<file path="config.mk">
export PLATFORM = sky130hd
export DESIGN_NAME = game_ctrl
export DESIGN_NICKNAME = d
export VERILOG_FILES = /design/src/rtl/game_ctrl.sv
export SDC_FILE = /design/constraint.sdc
export NUM_CORES = 1
export LEC_CHECK = 0
export BUFFER_PORTS_ARGS = -buffer_cell sky130_fd_sc_hd__buf_2
export CAP_MARGIN = 20
export CORE_MARGIN = 2
export CORE_UTILIZATION = 40
export CTS_CLUSTER_DIAMETER = 60
export CTS_CLUSTER_SIZE = 12
export DETAILED_ROUTE_END_ITERATION = 8
export PLACE_DENSITY = 0.66
export SKIP_LAST_GASP = 1
export SLEW_MARGIN = 0
export SYNTH_ARGS = -nofsm -noshare
export SYNTH_HDL_FRONTEND = slang
export SYNTH_SLANG_ARGS = --single-unit
</file>
<file path="constraint.sdc">
create_clock -name clk -period 2.2 [get_ports clk]
set_input_delay 0.11 -clock clk [delete_from_list [all_inputs] [get_ports clk]]
set_output_delay 0.11 -clock clk [all_outputs]
set_load 0.05 [all_outputs]
</file>
<file path="src/rtl/game_ctrl.sv">
// Minesweeper game-flow controller: start, first-cell select, mine placement,
// play with safe-cell countdown and optional time limit, win/lose and board clear.
module game_ctrl #(
    parameter int ROWS       = 8,
    parameter int COLS       = 8,
    parameter int MINES      = 10,
    parameter int TIME_LIMIT = 999,
    parameter int TW         = 10,
    localparam int CW        = $clog2(ROWS*COLS+1)
) (
    input  logic          clk,
    input  logic          rst,
    input  logic          go,
    input  logic          sel,
    input  logic          place_done,
    input  logic          reveal_safe,
    input  logic          reveal_mine,
    input  logic          tick,
    input  logic          play_again,
    input  logic          clr_done,
    output logic          place_start,
    output logic          clr_start,
    output logic [2:0]    state,
    output logic [CW-1:0] safe_left,
    output logic [TW-1:0] time_sec,
    output logic          win,
    output logic          lose,
    output logic          done,
    output logic [7:0]    win_count
);

    typedef enum logic [2:0] {
        IDLE     = 3'd0,
        WAIT_SEL = 3'd1,
        PLACE    = 3'd2,
        PLAY     = 3'd3,
        WIN      = 3'd4,
        LOSE     = 3'd5,
        AGAIN    = 3'd6,
        CLEAR    = 3'd7
    } state_t;

    localparam logic [CW-1:0] SAFE_CELLS = CW'(ROWS*COLS-MINES);
    localparam logic [TW-1:0] TIME_MAX   = '1;
    localparam logic [TW-1:0] TIME_LIM   = TW'(TIME_LIMIT);
    localparam logic [TW-1:0] TIME_LAST  = TW'(TIME_LIMIT-1);

    state_t        r_state;
    logic [CW-1:0] r_safe;
    logic [TW-1:0] r_time;
    logic          r_place;
    logic          r_clr;
    logic          r_win;
    logic          r_lose;
    logic          r_done;
    logic [7:0]    r_wins;
    logic          w_timeout;

    assign w_timeout = (TIME_LIMIT != 0) && tick && (r_time == TIME_LAST);

    // Outputs are set on entry to a state so they line up with the state code.
    always_ff @(posedge clk or negedge rst) begin
        if (!rst) begin
            r_state <= IDLE;
            r_safe  <= SAFE_CELLS;
            r_time  <= '0;
            r_place <= 1'b0;
            r_clr   <= 1'b0;
            r_win   <= 1'b0;
            r_lose  <= 1'b0;
            r_done  <= 1'b0;
            r_wins  <= 8'd0;
        end else begin
            r_place <= 1'b0;
            r_clr   <= 1'b0;
            case (r_state)
                IDLE: begin
                    if (go) r_state <= WAIT_SEL;
                end
                WAIT_SEL: begin
                    if (sel) begin
                        r_state <= PLACE;
                        r_safe  <= SAFE_CELLS;
                        r_place <= 1'b1;
                    end
                end
                PLACE: begin
                    if (place_done) begin
                        r_state <= PLAY;
                        r_time  <= '0;
                    end
                end
                PLAY: begin
                    if (w_timeout) begin
                        r_time <= TIME_LIM;
                    end else if (tick && r_time != TIME_MAX) begin
                        r_time <= r_time + TW'(1);
                    end
                    if (reveal_mine || w_timeout) begin
                        r_state <= LOSE;
                        r_lose  <= 1'b1;
                        r_win   <= 1'b0;
                        r_done  <= 1'b1;
                    end else if (reveal_safe && r_safe == CW'(1)) begin
                        r_safe  <= '0;
                        r_state <= WIN;
                        r_win   <= 1'b1;
                        r_lose  <= 1'b0;
                        r_done  <= 1'b1;
                        if (r_wins != 8'd255) r_wins <= r_wins + 8'd1;
                    end else if (reveal_safe && r_safe != '0) begin
                        r_safe <= r_safe - CW'(1);
                    end
                end
                WIN, LOSE: begin
                    r_state <= AGAIN;
                end
                AGAIN: begin
                    if (play_again) begin
                        r_state <= CLEAR;
                        r_clr   <= 1'b1;
                        r_done  <= 1'b0;
                    end
                end
                CLEAR: begin
                    if (clr_done) begin
                        r_state <= WAIT_SEL;
                        r_win   <= 1'b0;
                        r_lose  <= 1'b0;
                    end
                end
                default: r_state <= IDLE;
            endcase
        end
    end

    assign state       = r_state;
    assign safe_left   = r_safe;
    assign time_sec    = r_time;
    assign place_start = r_place;
    assign clr_start   = r_clr;
    assign win         = r_win;
    assign lose        = r_lose;
    assign done        = r_done;
    assign win_count   = r_wins;

endmodule
</file>
### After elaboration in Yosys (flattened, before gate mapping)

Cells that the tools add are included.

| word-level totals | value |
|---|---|
| output and inout port bits | 33 |
| input port bits | 10 |
| flip-flop bits (word level) | 33 |
| logic and storage cells | 82 |

| cells by class | value |
|---|---|
| reduce and logical (&&, ||, !) cells | 18 |
| add/subtract/negate cells | 3 |
| bitwise logic cells | 1 |
| muxes and demuxes | 31 |
| equality and inequality tests | 20 |

Operator list:

| operator | count |
|---|---|
| 10-bit two-way mux | 3 |
| 7-bit two-way mux | 4 |
| 3-bit two-way mux | 7 |
| 3-bit case mux with 7 select lines | 1 |
| 10-bit case mux with 2 select lines | 1 |
| 7-bit case mux with 2 select lines | 1 |
| 3-bit == test (second input constant) | 4 |
| 2-bit != test (second input constant) | 6 |
| 1-bit two-way mux | 11 |
| 10-bit by 1-bit adder with 10-bit output (second input constant) | 1 |
| 10-bit == test (second input constant) | 1 |
| 10-bit != test (second input constant) | 1 |
| 3-bit != test (second input constant) | 3 |
| 3-bit AND reduction | 3 |
| 8-bit by 1-bit adder with 8-bit output (second input constant) | 1 |
| 8-bit != test (second input constant) | 1 |
| 4-bit AND reduction | 2 |
| 2-bit nonzero test | 4 |
| 7-bit by 1-bit == test with 1-bit output (second input constant) | 1 |
| 7-bit nonzero test | 1 |
| 7-bit by 1-bit subtractor with 7-bit output (second input constant) | 1 |
| 3-bit by 2-bit == test with 1-bit output (second input constant) | 2 |
| 1-bit case mux with 2 select lines | 3 |
| 6-bit AND reduction | 1 |
| other kinds (6) | 9 |

### Logic depth before layout (Yosys ltp)

Gate-level depths: netlist of the first run.

| depth | value |
|---|---|
| depth after elaboration | 6 |
| depth in mapped cells | 8 |
| depth with buffers taken out | 7 |

### Worst setup path after synthesis of the first run

Ideal clock, no wire load.

| path | value |
|---|---|
| kind | reg2reg |
| start | register r_time[6] (netlist: time_sec[6]) |
| end | register r_win (netlist: win) |
| setup time | 0.118 ns |
| path buffers | 1 |
| path slack | 0.008 ns |
| stages on the path, launching flop included | 7 |
| data required time | 2.082 ns |
| clock period less this slack | 2.192 ns |
| arrival | 2.074 ns |
| path through | dfrtp_1 > buf_2 > nand4_1 > o31a_1 > and3_4 > or3b_1 > a21o_1 |

| on the way | value |
|---|---|
| longest elaborated chain between the ends | 5 |
| elaborated cells on any way between the ends | 7 |
| those cells by class | eq/ne: 2; mux: 2; reduce/logical: 3 |

Ends and longest elaborated chain:

| what | RTL line | source |
|---|---|---|
| start: declaration | 50 | `logic [TW-1:0] r_time;` |
| start signal: assignment | 97 | `r_time <= r_time + TW'(1);` |
| 10-bit == test (*) | 59 | `assign w_timeout = (TIME_LIMIT != 0) && tick && (r_time == TIME_LAST);` |
| 1-bit logical AND (*) | 59 |  |
| 1-bit logical OR (*) | 99 | `if (reveal_mine \|\| w_timeout) begin` |
| 3-bit != test (no line) or 1-bit two-way mux (tied branches) | -- |  |
| 3-bit AND reduction (no line) or 1-bit case mux with 2 select lines (tied branches) | -- |  |
| end signal: assignment | 69 | `r_win <= 1'b0;` |
| end signal: assignment | 102 | `r_win <= 1'b0;` |
| end signal: assignment | 107 | `r_win <= 1'b1;` |
| end: declaration | 53 | `logic r_win;` |

Mark *: on every way between the ends. The rest lies on a longest branch, timed or not.
A chain may end at the register's enable or synchronous reset.

### Worst setup path after layout of the first run

| path | value |
|---|---|
| start | register r_time[0] (netlist: time_sec[0]) |
| end | register r_win (netlist: win) |

The elaborated chain is that of the path after synthesis.

==> summary.md, run 1 <==
| Metric | Value |
|---|---|
| Fmax | between 400 and 500 MHz |
| Layout cell share with drive strength beyond 1 | approximately a third |
| Grt ovf | 0 |
| Clock Path Buffers | 2 |
| Largest family of logic cells by synthesized area | simple AND/OR/NAND/NOR gates |
| Final worst slack | approximately 0.18 ns |
| WL/cell | about 14 um |
| Internal cell power | around 1.5 mW |
| Worst hold path class | input pin to flip-flop |
| Worst slew margin | roughly half |
| Sw Pwr | between 1 and 1.5 mW |
| Synth async-reset ratio | between 90% and 100% |
| CTS tree | yes |
| Setup TNS | 0 ns |
| Die X | between 70 and 80 um |
| Met2 wire length | ~1900 um |
| CP Data Arrival Time | 2.19 ns |
| Nets | approximately 270 |
| Syn nets | around 210 |
| Residual DRC count | 0 |
| Outcome | finished, final reports clean |
| Initial Utilization | 42.3% |
| Total power | between 2 and 3 mW |
| Yosys warns | 0 |
| Die height | between 70 and 80 um |
| Core ar. | 4440 um^2 |
| Netlist cell types | 48 |
| Crit-path max FO | 5 |
| Post-layout util | 53.3% |
| Largest net degree at the start of global routing | 34 |
| Clk sinks | 33 |
| Final setup fails | 0 |
| Crit path launch type | flip-flop |
| Slew Limit Fails | 0 |
| XOR/XNOR share of the synthesized area | 1.86% |
| Vias | about 1.7k |
| Initial antenna violation count | 0 |
| CP Data Required Time | roughly 2.4 ns |
| Met3 WL | 242 um |
| Fin crit share | 91.9% |
| Cell Area, Synth | ~1900 um^2 |
| Ys flop type | dfrtp_1 |
| Lkg Pwr | roughly 1.2 nW |
| Global-route wire length before repair | 7400 um |
| Syn avg cell area | 9.64 um^2 |
| Largest area contributor in the netlist | dfrtp_1 |
| Fin. Hold Viols | 0 |
| Post-synth EDFFs | 0 |
| Ant diodes | 0 |
| Dpl ws | 0.159 ns |
| P&R area growth vs syn | 25.9% |
| WL met1 | around 2200 um |
| Post-synthesis sequential area ratio | 44.2% |
| Top cell type's share of synthesized area | 38.6% |
| Gate Count Post-Synth | around 200 |
| Final wirelength | between 4000 and 5000 um |
| Seq pwr share | between 30% and 40% |
| CP endpoint kind | flip-flop |
| CTS root buf | clkbuf_8 |
| Unrepaired setup endpoints after global routing | no |
| Minimum hold slack | around 0.15 ns |
| Vias per cell | roughly 5.6 |
| Post-DP HPWL | about 3200 um |
| Std cell rows | 24 |
| Post-Synth Simple-Gate Area | 26.5% |
| Post-layout min period | 2.02 ns |
| DRT antenna net count | 0 |
| CTS Buf Count | 5 |
| Setup Buffers After CTS | 0 |
| RePlAce Congestion | 0.872 |
| Worst skew pair latency | just under 0.3 ns |
| Top Layer Used | met4 |
| Clock transition at path regs | ~0.060 ns |
| Mux cell area share after synthesis | 3.46% |
| Critical path class | flip-flop to flip-flop |
| Synth Area in Adders | approximately 4% |
| PwrDens | 1170 nW/um^2 |
| Vias in the first global route | about 1.6k |
| Clock Skews | ~0.0072 ns |
| Clock power share | roughly 18% |
| Die area | between 5000 and 6000 um^2 |
| Max Cap Viol | 0 |
| I/O pin count | 43 |
| Synth area leaders | dfrtp_1, dfstp_2, ha_1 |
| Total global-route track usage | 18.1% |
| Worst Tran Pin Value | about 0.75 ns |
| Pre-Repair DR Iteration Count | 4 |
| Complex-gate fraction of the synthesized area | 17.2% |
| Peak supply drop | 0.446 mV |
| H-tree levels | 2 |
| Initial detailed-routing violation count | between 100 and 150 |
| Comb pwr share | roughly half |
| Port buffer count | 42 |
| #FFs+latches synth | 33 |
| Switching power share of the total | 46.1% |
==> cell usage in the layout (no fill, tap or decap), types with 4 or more instances in the layout <==
cell	netlist	layout
a21oi_1	9	9
a31oi_1	6	6
buf_2	3	42
buf_4	0	16
clkbuf_8	0	7
dfrtp_1	29	29
dfstp_2	4	4
ha_1	6	6
inv_1	7	7
nand2_1	20	20
nand2b_1	4	4
nand3_1	12	12
nand4_1	5	5
nor2_1	14	14
nor3_1	6	6
o21ai_0	13	13
o22a_1	5	5
xnor2_1	4	4
==> cell usage after synthesis (3+ instances only) <==
| cell type | instances |
|---|---|
| and3_1 | 3 |
| a31oi_1 | 6 |
| o21ai_0 | 13 |
| inv_1 | 7 |
| clkbuf_1 | 3 |
| nand2b_1 | 4 |
| nand4_1 | 5 |
| ha_1 | 6 |
| dfstp_2 | 4 |
| nor2_1 | 14 |
| xnor2_1 | 4 |
| nor3_1 | 6 |
| nand3_1 | 12 |
| o22a_1 | 5 |
| buf_2 | 3 |
| dfrtp_1 | 29 |
| nand2_1 | 20 |
| a21oi_1 | 9 |
==> worst max-delay path, stage by stage, from the launching register on <==
cell,delay (ns)
dfrtp_1,0.38
inv_1,0.08
ha_1,0.16
nand4bb_1,0.14
o31a_1,0.34
and3_4,0.21
or3b_1,0.40
a21o_1,0.19
==> layout make-up <==
class / instances / area, um^2
fillers: 428 / 2080
multi-input cells: 149 / 1000
flip-flops and latches: 33 / 831
repair buffers: 59 / 340
clock buffers: 7 / 96.3
well taps: 52 / 65.1
inverters: 7 / 26.3
clock inverters: 1 / 5.00
==> sequential cells by signal (all words and copies together) (netlist names) <==
name,cells
clr_start,1
done,1
lose,1
place_start,1
safe_left,7
state,3
time_sec,10
win,1
win_count,8
==> metal layers <==
metal	GRT usage, %	vias to the layer above
li1	-	845
met1	25.1	815
met2	27.7	47
met3	3.89	4
met4	6.79	0
met5	0	-
==> final timing paths <==
kind	from	end	slack [ns]	depth (start not counted)
min in group asynchronous	rst	win_count[1]	0.44	2
min	play_again	clr_start	0.15	3
max	time_sec[0]	win	0.18	7
min reg2reg	win	win	0.49	1
max reg2reg	time_sec[0]	win	0.18	7
max in group asynchronous	rst	time_sec[2]	1.29	2
==> power by group through the flow <==
stage	clock network [mW]	registers [mW]	logic (mW)
6_report	0.500	0.886	1.38
5_1_grt	0.544	0.906	1.48
4_1_cts	0.519	0.887	1.37
3_5_place_dp	0	0.898	1.36
3_3_place_gp	0	0.895	1.36
2_1_floorplan	0	1.32	0.535
==> logic make-up after synthesis <==
group,count (synthesis)
compound gates,49
buf+inv,13
mux,6
flops,33
xor+xnor,4
fa+ha+maj,6
simple gates,84
==> metrics by stage <==
| stage | cell area [um^2] | std cells |
|---|---|---|
| final | 2370 | 308 |
| after global placement | 2250 | 299 |
| after global routing | 2370 | 308 |
| after floorplan | 1880 | 195 |
| after detailed placement | 2250 | 299 |
| after CTS | 2360 | 308 |
==> repair_timing <==
item	4_1_cts	5_1_grt
endpoints found under the setup margin	0	5
gates resized for setup	0	1
endpoints found under the hold margin	29	0
hold buffers	1	0
No activity file was read; power rests on OpenSTA's default activity.
==> run 2: changes to the inputs <==
RECOVER_POWER = 100   (was unset)
==> summary.md, run 2 (synthesized netlist as in run 1, its figures left out) <==
| Metric | Value |
|---|---|
| Initial antenna violation count | 0 |
| Max Cap Viol | 0 |
| Clock Skews | 0.00731 ns |
| Std cell rows | 24 |
| Post-DP HPWL | around 3200 um |
| I/O pin count | 43 |
| CTS root buf | clkbuf_8 |
| Worst slew margin | between 40% and 50% |
| Commonest cells after routing, fill and taps aside | clkbuf_1, dfrtp_1, nand2_1, nor2_1 |
| Final setup fails | 0 |
| Most common library cell in the layout ignoring fill and taps | clkbuf_1 |
| Global-route wire length before repair | roughly 7400 um |
| CP Data Required Time | 2.37 ns |
| Fin crit share | slightly above 90% |
| CP Data Arrival Time | ~2.2 ns |
| Dpl ws | between 0.15 and 0.2 ns |
| Fin. Hold Viols | 0 |
| Switching power share of the total | 47.1% |
| Final wirelength | roughly 4400 um |
| Grt ovf | 0 |
| Final worst slack | approximately 0.16 ns |
| H-tree levels | 2 |
| Crit path launch type | flip-flop |
| CP endpoint kind | flip-flop |
| Residual DRC count | 0 |
| Worst Tran Pin Value | ~0.84 ns |
| Initial detailed-routing violation count | between 100 and 150 |
| # fillers | 450 |
| Internal cell power | approximately 1.4 mW |
| Peak supply drop | 0.438 mV |
| Port buffer count | 42 |
| P&R area growth vs syn | 23.2% |
| Clock power share | 18.4% |
| Critical path class | flip-flop to flip-flop |
| Vias | 1,705 |
| Initial Utilization | a little over two fifths |
| Clock transition at path regs | 0.06 ns |
| Worst hold path class | input pin to flip-flop |
| Clk sinks | 33 |
| PwrDens | approximately 1200 nW/um^2 |
| Core ar. | ~4400 um^2 |
| Post-layout util | 52.1% |
| Largest net degree at the start of global routing | 34 |
| Slew Limit Fails | 0 |
| Total global-route track usage | between 10% and 20% |
| RePlAce Congestion | 0.872 |
| Post-layout min period | approximately 2.0 ns |
| Sw Pwr | around 1.3 mW |
| Pre-Repair DR Iteration Count | 4 |
| Unrepaired setup endpoints after global routing | no |
| Lkg Pwr | 1.04 nW |
| Outcome | finished, final reports clean |
| CTS tree | yes |
| Max reg flops | 10 |
| Comb pwr share | between 40% and 50% |
| Die height | between 70 and 80 um |
| Vias per cell | around 5.5 |
| Nets | roughly 270 |
| Layout cell share with drive strength beyond 1 | 17.6% |
| Vias in the first global route | about 1.6k |
| Setup TNS | 0 ns |
| Fmax | a little under 500 MHz |
| Seq pwr share | between 30% and 40% |
| DRT antenna net count | 0 |
| Die X | approximately 73 um |
| Clock Path Buffers | 2 |
| Worst skew pair latency | slightly below 0.3 ns |
| CTS Buf Count | 5 |
| Die area | between 5000 and 6000 um^2 |
| Ant diodes | 0 |
| Crit-path max FO | 14 |
| WL/cell | ~14 um |
-- run 2: cell count changes in the layout (fill, tap and decap cells not counted), sizes merged --
cell / change
buf: -37
clkbuf: +37
-- run 2: power by group through the flow --
stage          Combinational (mW)  Clock, mW  Sequential, mW
2_1_floorplan               0.535          0            1.32
3_3_place_gp                 1.36          0           0.895
3_5_place_dp                 1.36          0           0.898
4_1_cts                      1.37      0.519           0.887
5_1_grt                      1.43      0.544           0.907
6_report                     1.32      0.499           0.887
-- run 2: metal layers --
metal | routed length, um | vias up | global-route usage [%] | share of wire [%]
met5 | 0 | - | 0 | 0
met4 | 56 | 0 | 6.79 | 1.3
met3 | 240 | 4 | 3.89 | 5.5
met2 | 1950 | 47 | 27.7 | 44
met1 | 2140 | 811 | 25.1 | 49
li1 | - | 843 | - | -
-- run 2: what timing repair did --
| action | CTS | global route |
|---|---|---|
| gates resized for setup | 0 | 1 |
| setup buffers | 0 | 0 |
| endpoints found under the setup margin | 0 | 5 |
| hold buffers | 1 | 0 |
| hold endpoints to repair | 29 | 0 |
-- run 2: worst max-delay path, cell delays in order (launching register included) --
cell and delay, ns:
dfrtp_1 0.37, buf_4 0.15, ha_1 0.23, a31o_2 0.20
o21a_1 0.15, clkbuf_1 0.44, mux2_2 0.39
-- run 2: path summary, 6_finish.rpt --
path | from | end | slack [ns] | depth (start not counted)
worst max-delay path | time_sec[1] | time_sec[1] | 0.16 | 6
worst min-delay path | clr_done | state[2] | 0.15 | 3
worst max register to register | time_sec[1] | time_sec[1] | 0.16 | 6
worst min register to register | win | win | 0.49 | 1
max in group asynchronous | rst | time_sec[2] | 1.21 | 2
min in group asynchronous | rst | win_count[1] | 0.47 | 2
-- run 2: final cells by class --
type / instances / area [um^2] / area share [%]
inverter: 7 / 26.3 / 1.13
clock inverter: 1 / 5.00 / 0.216
sequential: 33 / 831 / 35.9
multi-input combinational: 149 / 1000 / 43.3
tap: 52 / 65.1 / 2.81
timing repair buffer: 59 / 289 / 12.5
clock buffer: 7 / 96.3 / 4.16
-- run 2: per-stage QoR --
step | power (mW) | std cells | hold slack (ns) | cell area [um^2]
5_1_grt | 2.88 | 308 | 0.162 | 2320
4_1_cts | 2.78 | 308 | 0.136 | 2360
6_report | 2.71 | 308 | 0.146 | 2320
3_5_place_dp | 2.26 | 299 | 0.232 | 2250
3_3_place_gp | 2.25 | 299 | 0.234 | 2250
2_1_floorplan | 1.86 | 195 | -0.186 | 1880
==> run 3: changes to the inputs <==
CELL_PAD_IN_SITES_DETAIL_PLACEMENT = 0   (was unset)
CELL_PAD_IN_SITES_GLOBAL_PLACEMENT = 1   (was unset)
PLACE_DENSITY = 0.82   (was 0.66)
==> summary.md, run 3 (synthesized netlist as in run 1, its figures left out) <==
| Metric | Value |
|---|---|
| Outcome | finished, final reports clean |
| Die area | 5270 um^2 |
| Crit-path max FO | 14 |
| Clock Path Buffers | 2 |
| Comb pwr share | between 40% and 50% |
| Unrepaired setup endpoints after global routing | no |
| Placed Instances | roughly 300 |
| CP Data Required Time | about 2.4 ns |
| Critical path class | flip-flop to flip-flop |
| Crit path launch type | flip-flop |
| Setup TNS | 0 ns |
| Max reg flops | 10 |
| CTS tree | yes |
| Commonest cells after routing, fill and taps aside | clkbuf_1, dfrtp_1, nand2_1, buf_4, nor2_1 |
| Largest net degree at the start of global routing | 34 |
| Max Cap Viol | 0 |
| Ant diodes | 0 |
| Pre-Repair DR Iteration Count | 4 |
| H-tree levels | 2 |
| Critical path, cell by cell | clkbuf_1, nand4b_1, a31o_2, o21a_1, clkbuf_2, mux2_2 |
| Final worst slack | 0.202 ns |
| CTS root buf | clkbuf_8 |
| Post-DP HPWL | 3280 um |
| Setup Buffers After CTS | 0 |
| DRT antenna net count | 0 |
| Total global-route track usage | a little under a fifth |
| Residual DRC count | 0 |
| Minimum hold slack | roughly 0.13 ns |
| Dpl ws | around 0.12 ns |
| Fin crit share | about nine tenths |
| # fillers | ~450 |
| CP endpoint kind | flip-flop |
| Most common library cell in the layout ignoring fill and taps | clkbuf_1 |
| Vias per cell | roughly 5.6 |
| Port buffer count | 42 |
| Layout cell share with drive strength beyond 1 | around 18% |
| Slew Limit Fails | 0 |
| Vias | ~1.7k |
| Final instance area | roughly 2300 um^2 |
| Worst Tran Pin Value | a little over 0.8 ns |
| Worst skew pair latency | 0.29 ns |
| Final wirelength | between 4000 and 5000 um |
| Slowest cell on the critical path | dfrtp_1 |
| P&R area growth vs syn | 24.9% |
| Std cell rows | 24 |
| Fin. Hold Viols | 0 |
| Worst hold path class | input pin to flip-flop |
| Die height | about 73 um |
| Nets | approximately 270 |
| Vias in the first global route | 1,605 |
| CP Data Arrival Time | ~2.2 ns |
| Clock power share | 21.4% |
| Final setup fails | 0 |
| Clock transition at path regs | 0.07 ns |
| Dpl cell area | ~2300 um^2 |
| Worst slew margin | about 45% |
| Lkg Pwr | roughly 1.1 nW |
| RePlAce Congestion | roughly 0.89 |
| CTS Buf Count | 5 |
| Die X | 72.6 um |
| Switching power share of the total | a little under half |
| Post-layout util | between 50 and 60% |
| Clk sinks | 33 |
| Total power | approximately 2.8 mW |
| Seq pwr share | 31.3% |
| Initial detailed-routing violation count | 128 |
| Post-layout min period | around 2.0 ns |
| Fmax | between 500 and 600 MHz |
| Core ar. | between 4000 and 5000 um^2 |
| Clock Skews | between 0.009 and 0.01 ns |
| Sw Pwr | 1.29 mW |
| PwrDens | roughly 1200 nW/um^2 |
| Cell Count, Final, Fillers Out | 310 |
| WL/cell | around 14 um |
| Initial antenna violation count | 0 |
| Slowest cell delay on critical path | ~0.38 ns |
| Internal cell power | approximately 1.5 mW |
| Reg area | roughly 830 um^2 |
| Area of the multi-input gates | 1000 um^2 |
| I/O pin count | 43 |
| Initial Utilization | between 40% and 50% |
| Global-route wire length before repair | 7480 um |
| Peak supply drop | between 0.4 and 0.5 mV |
| Grt ovf | 0 |
==> run 3: changes by cell type in the layout (fill, tap and decap cells not counted), sizes merged <==
| cell | before | now |
|---|---|---|
| clkbuf | 44 | 43 |
| clkinvlp | 0 | 1 |
| bufinv | 0 | 1 |
| buf | 21 | 23 |
| clkinv | 1 | 0 |
==> run 3: routing by layer <==
metal	vias to the layer above	wire, um	GRT usage (%)
met5	-	0	0
met4	0	68	7.61
met3	4	198	3.75
met2	40	1970	26.8
met1	835	2200	26.3
li1	848	-	-
==> run 3: critical path: cells and delay by family, from the launching register on <==
family | cells | cell delay (ns)
buffers and inverters | 2 | 0.41
multiplexers | 1 | 0.32
AO/OA/AOI/OAI | 2 | 0.42
AND/OR/NAND/NOR | 1 | 0.34
flip-flops | 1 | 0.38
==> run 3: power groups by stage <==
stage               logic [mW]  registers [mW]  clock network [mW]
floorplan                0.535            1.32                   0
global placement          1.37           0.890                   0
finish                    1.33           0.879               0.602
global route              1.45           0.901               0.651
detailed placement        1.38           0.891                   0
CTS                       1.38           0.881               0.616
==> run 3: repair_timing <==
action | in CTS | in global routing
hold buffers | 1 | 0
hold endpoints to repair | 29 | 0
endpoints found under the setup margin | 0 | 6
resized for setup | 0 | 1
==> run 3: final timing paths <==
kind,slack (ns),start,cells past startpoint,endpoint
worst max-delay path,0.20,state[2],6,time_sec[1]
worst min-delay path,0.13,play_again,3,clr_start
worst max register to register,0.20,state[2],6,time_sec[1]
worst min register to register,0.50,win,1,win
max in group asynchronous,1.22,rst,2,time_sec[0]
min in group asynchronous,0.46,rst,2,win_count[6]
==> run 3: layout make-up <==
cell class / count / share of cell area (%)
clock buffers: 6 / 3.51
clock inverters: 2 / 1.60
inverters: 7 / 1.12
multi-input cells: 149 / 42.7
flip-flops and latches: 33 / 35.4
well taps: 52 / 2.77
repair buffers: 61 / 12.9
